===== src/rtl/fp_adder_ctrl.sv =====
// rtl/fp_adder_ctrl.sv - sequencing controller for the floating-point adder datapath
// Decodes every datapath strobe from the FSM state and the datapath status flags.
module fp_adder_ctrl #(
  parameter int NORM_MAX = 23
) (
  input  logic       clk,
  input  logic       rst,
  input  logic       start,
  input  logic       eq_exp,
  input  logic       lt_exp,
  input  logic       gt_exp,
  input  logic       eq_man,
  input  logic       lt_man,
  input  logic       gt_man,
  input  logic       signA_xor_signB,
  input  logic       co_sum,
  input  logic       most_sig_man_R,
  input  logic       or_man_R,
  output logic       ld_s_A,
  output logic       ld_exp_A,
  output logic       ld_man_A,
  output logic       ld_s_B,
  output logic       ld_exp_B,
  output logic       ld_man_B,
  output logic       count_en_up_A,
  output logic       shift_man_right_A,
  output logic       count_en_up_B,
  output logic       shift_man_right_B,
  output logic       samesign,
  output logic       swap_sub,
  output logic [1:0] sel_sign_R,
  output logic       ld_s_R,
  output logic       ld_exp_R,
  output logic       ld_man_R,
  output logic       zero_result,
  output logic       shift_man_right_R,
  output logic       shift_man_left_R,
  output logic       count_en_up_R,
  output logic       count_en_down_R,
  output logic       busy,
  output logic       done
);

  localparam int CW = (NORM_MAX < 1) ? 1 : $clog2(NORM_MAX + 1);

  typedef enum logic [2:0] {
    S_IDLE  = 3'd0,
    S_LOAD  = 3'd1,
    S_ALIGN = 3'd2,
    S_ADD   = 3'd3,
    S_NORM  = 3'd4,
    S_DONE  = 3'd5
  } state_t;

  state_t          state;
  logic [CW-1:0]   norm_cnt;
  logic            samesign_r;
  logic            co_r;
  logic            zero_r;
  logic            align_done;
  logic            add_zero;
  logic            carry_pending;
  logic            can_shift_left;

  assign align_done     = eq_exp | ~(lt_exp | gt_exp);
  // Exactly cancelling operands: only when signs differ and neither mantissa wins.
  assign add_zero       = signA_xor_signB & ~gt_man & ~lt_man & eq_man;
  assign carry_pending  = samesign_r & co_r;
  assign can_shift_left = or_man_R & ~most_sig_man_R & (norm_cnt < CW'(NORM_MAX));

  always_ff @(posedge clk or negedge rst) begin
    if (!rst) begin
      state      <= S_IDLE;
      norm_cnt   <= '0;
      samesign_r <= 1'b0;
      co_r       <= 1'b0;
      zero_r     <= 1'b0;
    end else begin
      case (state)
        S_IDLE: begin
          if (start) state <= S_LOAD;
        end
        S_LOAD: begin
          state <= S_ALIGN;
        end
        S_ALIGN: begin
          if (align_done) state <= S_ADD;
        end
        S_ADD: begin
          samesign_r <= ~signA_xor_signB;
          co_r       <= co_sum & ~signA_xor_signB;
          zero_r     <= add_zero;
          norm_cnt   <= '0;
          state      <= S_NORM;
        end
        S_NORM: begin
          // After the carry shift the MSB is set, so the left loop exits next cycle.
          if (zero_r) begin
            state <= S_DONE;
          end else if (carry_pending) begin
            co_r <= 1'b0;
          end else if (can_shift_left) begin
            norm_cnt <= norm_cnt + CW'(1);
          end else begin
            state <= S_DONE;
          end
        end
        S_DONE: begin
          state <= S_IDLE;
        end
        default: begin
          state <= S_IDLE;
        end
      endcase
    end
  end

  always_comb begin
    ld_s_A            = 1'b0;
    ld_exp_A          = 1'b0;
    ld_man_A          = 1'b0;
    ld_s_B            = 1'b0;
    ld_exp_B          = 1'b0;
    ld_man_B          = 1'b0;
    count_en_up_A     = 1'b0;
    shift_man_right_A = 1'b0;
    count_en_up_B     = 1'b0;
    shift_man_right_B = 1'b0;
    samesign          = 1'b0;
    swap_sub          = 1'b0;
    sel_sign_R        = 2'b00;
    ld_s_R            = 1'b0;
    ld_exp_R          = 1'b0;
    ld_man_R          = 1'b0;
    zero_result       = 1'b0;
    shift_man_right_R = 1'b0;
    shift_man_left_R  = 1'b0;
    count_en_up_R     = 1'b0;
    count_en_down_R   = 1'b0;
    busy              = (state != S_IDLE);
    done              = (state == S_DONE);

    case (state)
      S_LOAD: begin
        ld_s_A   = 1'b1;
        ld_exp_A = 1'b1;
        ld_man_A = 1'b1;
        ld_s_B   = 1'b1;
        ld_exp_B = 1'b1;
        ld_man_B = 1'b1;
      end
      S_ALIGN: begin
        // The smaller exponent is stepped up one per cycle; only one side moves.
        if (!align_done) begin
          if (lt_exp) begin
            shift_man_right_A = 1'b1;
            count_en_up_A     = 1'b1;
          end else begin
            shift_man_right_B = 1'b1;
            count_en_up_B     = 1'b1;
          end
        end
      end
      S_ADD: begin
        samesign    = ~signA_xor_signB;
        swap_sub    = signA_xor_signB & lt_man;
        ld_s_R      = 1'b1;
        ld_exp_R    = 1'b1;
        ld_man_R    = 1'b1;
        zero_result = add_zero;
        if (!signA_xor_signB || gt_man) begin
          sel_sign_R = 2'b01;
        end else if (lt_man) begin
          sel_sign_R = 2'b10;
        end else if (eq_man) begin
          sel_sign_R = 2'b00;
        end else begin
          sel_sign_R = 2'b01;
        end
      end
      S_NORM: begin
        if (!zero_r) begin
          if (carry_pending) begin
            shift_man_right_R = 1'b1;
            count_en_up_R     = 1'b1;
          end else if (can_shift_left) begin
            shift_man_left_R = 1'b1;
            count_en_down_R  = 1'b1;
          end
        end
      end
      default: begin
      end
    endcase
  end

endmodule


===== config.mk =====
export PLATFORM = sky130hd
export DESIGN_NAME = fp_adder_ctrl
export DESIGN_NICKNAME = d
export VERILOG_FILES = /design/src/rtl/fp_adder_ctrl.sv
export SDC_FILE = /design/constraint.sdc
export NUM_CORES = 1
export LEC_CHECK = 0
export CORE_ASPECT_RATIO = 0.9
export CORE_MARGIN = 2
export CORE_UTILIZATION = 43
export DETAILED_ROUTE_END_ITERATION = 10
export PLACE_DENSITY = 0.95
export SYNTH_ARGS = -nofsm -noshare
export SYNTH_HDL_FRONTEND = slang
export SYNTH_SLANG_ARGS = --single-unit

===== constraint.sdc =====
create_clock -name clk -period 4.65 [get_ports clk]
set_input_delay 0.465 -clock clk [delete_from_list [all_inputs] [get_ports clk]]
set_output_delay 0.465 -clock clk [all_outputs]
set_load 0.01 [all_outputs]

==> results of run 1 <==
## path summary, 6_finish.rpt
check / from / endpoint / slack [ns] / depth (start not counted)
max: state[0] / count_en_down_R / 1.65 / 6
min: samesign_r / samesign_r / 0.52 / 1
max reg2reg: state[0] / norm_cnt[1] / 2.71 / 6
min reg2reg: samesign_r / samesign_r / 0.52 / 1
max in group asynchronous: rst / co_r / 3.79 / 1
min in group asynchronous: rst / zero_r / 0.53 / 1
## cells in the final DEF, fill, tap and decap left out, drive strengths merged
| master | netlist | routed |
|---|---|---|
| nor4b | 3 | 3 |
| dfrtp | 11 | 11 |
| a21o | 3 | 3 |
| nand4b | 1 | 1 |
| nor3b | 2 | 2 |
| clkbuf | 1 | 4 |
| nor2 | 10 | 10 |
| and2 | 1 | 1 |
| a211oi | 1 | 1 |
| nand2 | 9 | 9 |
| xnor2 | 2 | 2 |
| nand2b | 3 | 3 |
| and3b | 1 | 1 |
| or3 | 2 | 2 |
| clkdlybuf4s50 | 0 | 36 |
| nor4 | 1 | 1 |
| ha | 1 | 1 |
| a31o | 1 | 1 |
| o311ai | 2 | 2 |
| nand4 | 1 | 1 |
| nand3b | 1 | 1 |
| nor3 | 2 | 2 |
| o22a | 1 | 1 |
| mux2 | 1 | 1 |
| a22o | 2 | 2 |
| nand3 | 2 | 2 |
| inv | 3 | 3 |
| a21oi | 1 | 1 |
| o211ai | 2 | 2 |
## sequential cells by signal, summed over array words and instances (netlist names)
name and flops:
norm_cnt 5, state 3, samesign_r 1, zero_r 1, co_r 1
## cells by family (layout without fill, tap and decap cells)
| logic type | Yosys count | in the layout | share of synthesized area [%] |
|---|---|---|---|
| AND/OR/NAND/NOR | 39 | 39 | 29.12 |
| buffers and inverters | 18 | 43 | 15.35 |
| AO/OA/AOI/OAI | 13 | 13 | 15.51 |
| flip-flops | 11 | 11 | 34.81 |
| XOR/XNOR | 2 | 2 | 2.216 |
| adder cells (fa/ha/maj) | 1 | 1 | 1.582 |
| multiplexers | 1 | 1 | 1.424 |
## routing by layer
metal  wire length (um)  share of wire, %  up-vias
met5                  0                 0        -
met1                760                42      330
met2                926                51       27
met4                 27               1.5        0
li1                   -                 -      338
met3                104               5.7        5
## power groups by stage
stage	sequential (mW)	clock, mW	combinational (mW)
floorplan	0.140	0	0.200
global placement	0.168	0	0.234
detailed placement	0.171	0	0.245
CTS	0.169	0.0680	0.245
global route	0.177	0.0719	0.265
finish	0.171	0.0646	0.242
## area by class of cell
type,instances,area share (%)
Timing Repair Buffer,36,32.84
Sequential cell,11,25.09
Tap cell,24,2.737
Clock buffer,4,2.395
Inverter,3,1.026
Multi-Input combinational cell,56,35.92
## metrics by stage
step / hold WS (ns) / util, % / power, mW / instances / setup slack (ns)
2_1_floorplan: 0.1694 / - / 0.3400 / 85 / 2.696
3_3_place_gp: 0.4924 / 63.03 / 0.4025 / 130 / 2.016
3_5_place_dp: 0.5068 / 63.03 / 0.4156 / 130 / 1.933
4_1_cts: 0.5221 / 64.58 / 0.4828 / 134 / 1.637
5_1_grt: 0.5342 / 64.58 / 0.5139 / 134 / 1.481
6_report: 0.5194 / 64.58 / 0.4773 / 134 / 1.646
==> summary.md, run 1 <==
| Metric | Value |
|---|---|
| N_diodes | 0 |
| Worst-Margin Slew | ~0.54 ns |
| GR met1 Demand/Resource | 20.51% |
| Post-Syn Nets | just under 100 |
| CTS Buf Count | 3 |
| Largest net degree at the start of global routing | 12 |
| Die area | 2198 um2 |
| Hold Crit Class | register to register |
| TritonCTS clock tree | done |
| Critical Path RT | 4.18 ns |
| Vias | 700 |
| Grt met2 use | about 34% |
| Final setup TNS | 0 ns |
| Nets | ~130 |
| #FFs+latches synth | 11 |
| GRT Util Overall | 18.81% |
| Die span in x | approximately 49 um |
| Rows | 14 |
| Detailed-placement wirelength estimate | about 1.5 mm |
| Tcrit/Tclk final | 64.61% |
| Filler cells | approximately 160 |
| Cell Area, Placed | 1071 um2 |
| # Max-Cap Violations | 0 |
| Sequential power share | 35.7% |
| Clk pin slew, worst setup/hold paths | roughly 0.070 ns |
| Dominant cell by count in the synthesized netlist | buf_4 |
| Vias in the first global route | 730 |
| Worst-path fanout max | 11 |
| Postcts setup bufs | 0 |
| Multi-input gate area | about 390 um2 |
| Worst Setup Path Type | register to output port |
| Routed wire length | 1.819 mm |
| Peak VDD IR | around 0.21 mV |
| Initial core utilization | 46.54% |
| Grt ovf | 0 |
| Worst Path Arrival | 2.54 ns |
| Slowest CP cell | dfrtp_1 |
| Worst Path Buf+Inv | 3 |
| Register area | ~280 um2 |
| Final setup vio count | 0 |
| WL/cell | 13.57 um |
| CP startpoint kind | register |
| Warnings from Yosys | 0 |
| CP max stage delay | between 0.5 and 0.6 ns |
| Crit path cell chain | nand3b_1, inv_1, a21oi_2, or3_4, inv_2, clkdlybuf4s50_1 |
| Core area | about 1700 um2 |
| Cell Area, Synth | 790.8 um2 |
| Leakage | 0.4519 nW |
| Synth area leader | dfrtp_1 |
| Global-route wire length before repair | around 3 mm |
| Sw Pwr | between 150 and 200 uW |
| Status | finished, final reports clean |
| Clock skew | 0.004280 ns |
| Clock network fraction of total power | 13.5% |
| Syn_area_per_cell | 9.303 um2 |
| Synth cell count leaders | buf_4, dfrtp_1, nor2_1 |
| Switching share of total power | a little under two fifths |
| Area Growth Syn to Fin | 38.77% |
| Unrepaired setup endpoints after global routing | false |
| Post-route DRC | 0 |
| F_max | approximately 330 MHz |
| Met3 Use GR | 6.757% |
| DIE HEIGHT | 44.68 um |
| CTS sink cnt | 11 |
| Library cells used by synthesis | 35 |
| Final-report hold violation count | 0 |
| Max-slew violations | 0 |
| Tmin final | between 3 and 4 ns |
| Final ANT Viol Nets | 0 |
| Post-cts sizing count | 0 |
| Root Buffer | clkbuf_4 |
| Worst slew margin | 64.17% |
| Int Pwr | a little under 300 uW |
| Clock latency on the worst-skew pair | 0.27 ns |
| Post-synthesis sequential area ratio | 34.81% |
| Initial antenna violation count | 0 |
| Combinational Power Share | 50.7% |
| Fin area | between 1000 and 1500 um2 |
| I/O Buffers | 36 |
| Top-area cell type share of the netlist area | between 30% and 40% |
| Number of synthesized flops with an enable pin | 0 |
| Drt initial violations | 9 |
| Endpoint class of the critical path | output port |
| Layout cells sized above 1 | 11.82% |
| Drt pass-1 iters | 3 |
| DR vias/cell | between 5 and 6 |
| Clk buf depth | 2 |
| Hold buffer count at cts | 0 |
| H-tree levels | 1 |
| Synthesized instance count | 85 |
| Routability Congestion | 0.7584 |
| Num ports | 37 |
| Asr flop ratio synth | 100.0% |
| GRT Max-Usage Layer | met2 |
| Synth top area cells | dfrtp_1, buf_4, nor2_1 |
| Pwr/cell area | roughly 430 nW/um2 |
| Top Family by Delay on Critical Path | buffers and inverters |
| Main synth FF type | dfrtp_1 |
Power figures use the tool's default switching activity.
==> run 2: changes to the inputs <==
--- a/config.mk
+++ b/config.mk
@@ -7,9 +7,9 @@
 export LEC_CHECK = 0
 export CORE_ASPECT_RATIO = 0.9
 export CORE_MARGIN = 2
-export CORE_UTILIZATION = 43
+export CORE_UTILIZATION = 36
 export DETAILED_ROUTE_END_ITERATION = 10
-export PLACE_DENSITY = 0.95
+export PLACE_DENSITY = 0.86
 export SYNTH_ARGS = -nofsm -noshare
 export SYNTH_HDL_FRONTEND = slang
 export SYNTH_SLANG_ARGS = --single-unit
==> constraint.sdc (replaced) <==
create_clock -name clk -period 2.5 [get_ports clk]
set_input_delay 0.25 -clock clk [delete_from_list [all_inputs] [get_ports clk]]
set_output_delay 0.25 -clock clk [all_outputs]
set_load 0.01 [all_outputs]
==> run 2 against run 1 <==
First-iteration DRC count is 110% higher. Sequential power is 78% higher. Highest routed layer unchanged. Utilization is 11 points lower.
==> summary.md, run 2 (same netlist as run 1, synthesis figures left out) <==
| Metric | Value |
|---|---|
| Status | finished, final reports clean |
| N_diodes | 0 |
| Die span in x | between 50 and 60 um |
| GRT Util Overall | about 16% |
| Clock network fraction of total power | 13.0% |
| Worst Setup Path Type | register to output port |
| Combinational Power Share | a little over half |
| Most frequent cells in the layout | clkdlybuf4s50_1, nor2_1, nand2_1 |
| Core area | ~2100 um2 |
| Largest net degree at the start of global routing | 12 |
| Routed wire length | about 1.8 mm |
| Max-slew violations | 0 |
| I/O Buffers | 36 |
| Leakage | ~0.51 nW |
| Largest Register | norm_cnt |
| Drt pass-1 iters | 4 |
| Hold Crit Class | primary input to async pin |
| Area Growth Syn to Fin | 44.62% |
| Vias | 701 |
| Tcrit/Tclk final | slightly above 90% |
| Final setup vio count | 0 |
| Worst-Margin Slew | approximately 0.57 ns |
| Initial core utilization | a little under two fifths |
| Root Buffer | clkbuf_4 |
| DR vias/cell | a little under 5 |
| CTS sink cnt | 11 |
| Clk pin slew, worst setup/hold paths | about 0.070 ns |
| Register area | between 200 and 300 um2 |
| Worst Path Arrival | just over 2 ns |
| Global-route wire length before repair | 3.049 mm |
| Final ANT Viol Nets | 0 |
| Filler cells | about 190 |
| Unrepaired setup endpoints after global routing | false |
| Drt initial violations | 19 |
| # Max-Cap Violations | 0 |
| CP startpoint kind | register |
| Slowest CP cell | clkdlybuf4s50_1 |
| Peak VDD IR | roughly 0.53 mV |
| Commonest non-fill, non-tap cell in the layout | clkdlybuf4s50_1 |
| Routability Congestion | ~0.75 |
| Worst Path Buf+Inv | 2 |
| Post-route DRC | 0 |
| Clk buf depth | 2 |
| Pwr/cell area | between 800 and 900 nW/um2 |
| Critical Path RT | 2.25 ns |
| H-tree levels | 1 |
| Worst slew margin | between 60% and 70% |
| Final-report hold violation count | 0 |
| Top Family by Delay on Critical Path | buffers and inverters |
| Endpoint class of the critical path | output port |
| Vias in the first global route | 701 |
| Tmin final | about 2.3 ns |
| Max reg flops | 5 |
| Layout cells sized above 1 | between 10% and 20% |
| Int Pwr | around 580 uW |
| Clock latency on the worst-skew pair | 0.27 ns |
| Worst-path fanout max | 10 |
| CP max stage delay | ~0.60 ns |
| Die area | approximately 2600 um2 |
| Detailed-placement wirelength estimate | around 1.4 mm |
| Num ports | 37 |
| Multi-input gate area | roughly 400 um2 |
| Final setup TNS | 0 ns |
| Clock skew | around 0.012 ns |
| Sw Pwr | about 340 uW |
| TritonCTS clock tree | done |
| Sequential power share | around a third |
| WL/cell | 12.96 um |
| Finished Core Util | 53.89% |
| Total power | ~920 uW |
| Nets | 129 |
| Grt ovf | 0 |
| DIE HEIGHT | 48.46 um |
| Crit path cell chain | nand3b_1, buf_4, nor4b_2, clkdlybuf4s50_1 |
| Biggest regs | norm_cnt (5), state (3) |
| Switching share of total power | between 30 and 40% |
| F_max | about 430 MHz |
| CTS Buf Count | 3 |
| Initial antenna violation count | 0 |
| Rows | 16 |
run 2: repair_timing:
action,in CTS,in global routing
gates resized for setup,1,5
pin swaps,1,0
hold buffers,0,0
setup endpoints to repair,2,5
setup buffers,1,1
hold endpoints to repair,0,0
run 2: power by group through the flow:
stage,Combinational [mW],Sequential [mW],Clock (mW)
after detailed placement,0.478,0.309,0
after global routing,0.545,0.318,0.137
after CTS,0.485,0.307,0.124
after floorplan,0.372,0.261,0
after global placement,0.462,0.305,0
final,0.498,0.305,0.120
run 2: final cells by class:
class | instances | share of cell area [%]
Clock buffer | 4 | 2.298
Timing Repair Buffer | 40 | 34.35
Sequential cell | 11 | 24.40
Inverter | 3 | 0.9847
Tap cell | 27 | 2.954
Multi-Input combinational cell | 56 | 35.01
run 2: stage by stage:
step	hold slack (ns)	setup slack (ns)	instance area, um2	cells
6_report	0.3009	0.1850	1144	141
4_1_cts	0.3122	0.02086	1125	140
2_1_floorplan	-0.04559	0.7606	790.8	85
3_5_place_dp	0.5004	0.2401	1090	135
5_1_grt	0.3314	0.07812	1144	141
3_3_place_gp	0.4917	0.2870	1090	135
run 2: path summary, 6_finish.rpt:
check / to / from / slack, ns / cells after the start
min: zero_r / rst / 0.30 / 1
min reg2reg: samesign_r / samesign_r / 0.51 / 1
max reg2reg: norm_cnt[2] / norm_cnt[2] / 0.88 / 4
max: zero_result / state[2] / 0.18 / 4
max in group asynchronous: state[1] / rst / 1.85 / 1
min in group clk: samesign_r / samesign_r / 0.51 / 1
run 2: per-layer routing:
metal / global-route usage (%) / part of all wire (%) / vias to the layer above
met3: 5.864 / 7.5 / 2
li1: - / - / 348
met5: 0 / 0 / -
met4: 7.692 / 1.5 / 0
met1: 17.79 / 39 / 323
met2: 26.54 / 52 / 28
==> run 3: changes to the inputs <==
--- a/config.mk
+++ b/config.mk
@@ -8,8 +8,10 @@
 export CORE_ASPECT_RATIO = 0.9
 export CORE_MARGIN = 2
 export CORE_UTILIZATION = 36
+export CTS_CLUSTER_SIZE = 40
 export DETAILED_ROUTE_END_ITERATION = 10
 export PLACE_DENSITY = 0.86
+export SLEW_MARGIN = 25
 export SYNTH_ARGS = -nofsm -noshare
 export SYNTH_HDL_FRONTEND = slang
 export SYNTH_SLANG_ARGS = --single-unit
==> results of run 3 <==
Final layout, timing and power as in run 2 (identical DEF).
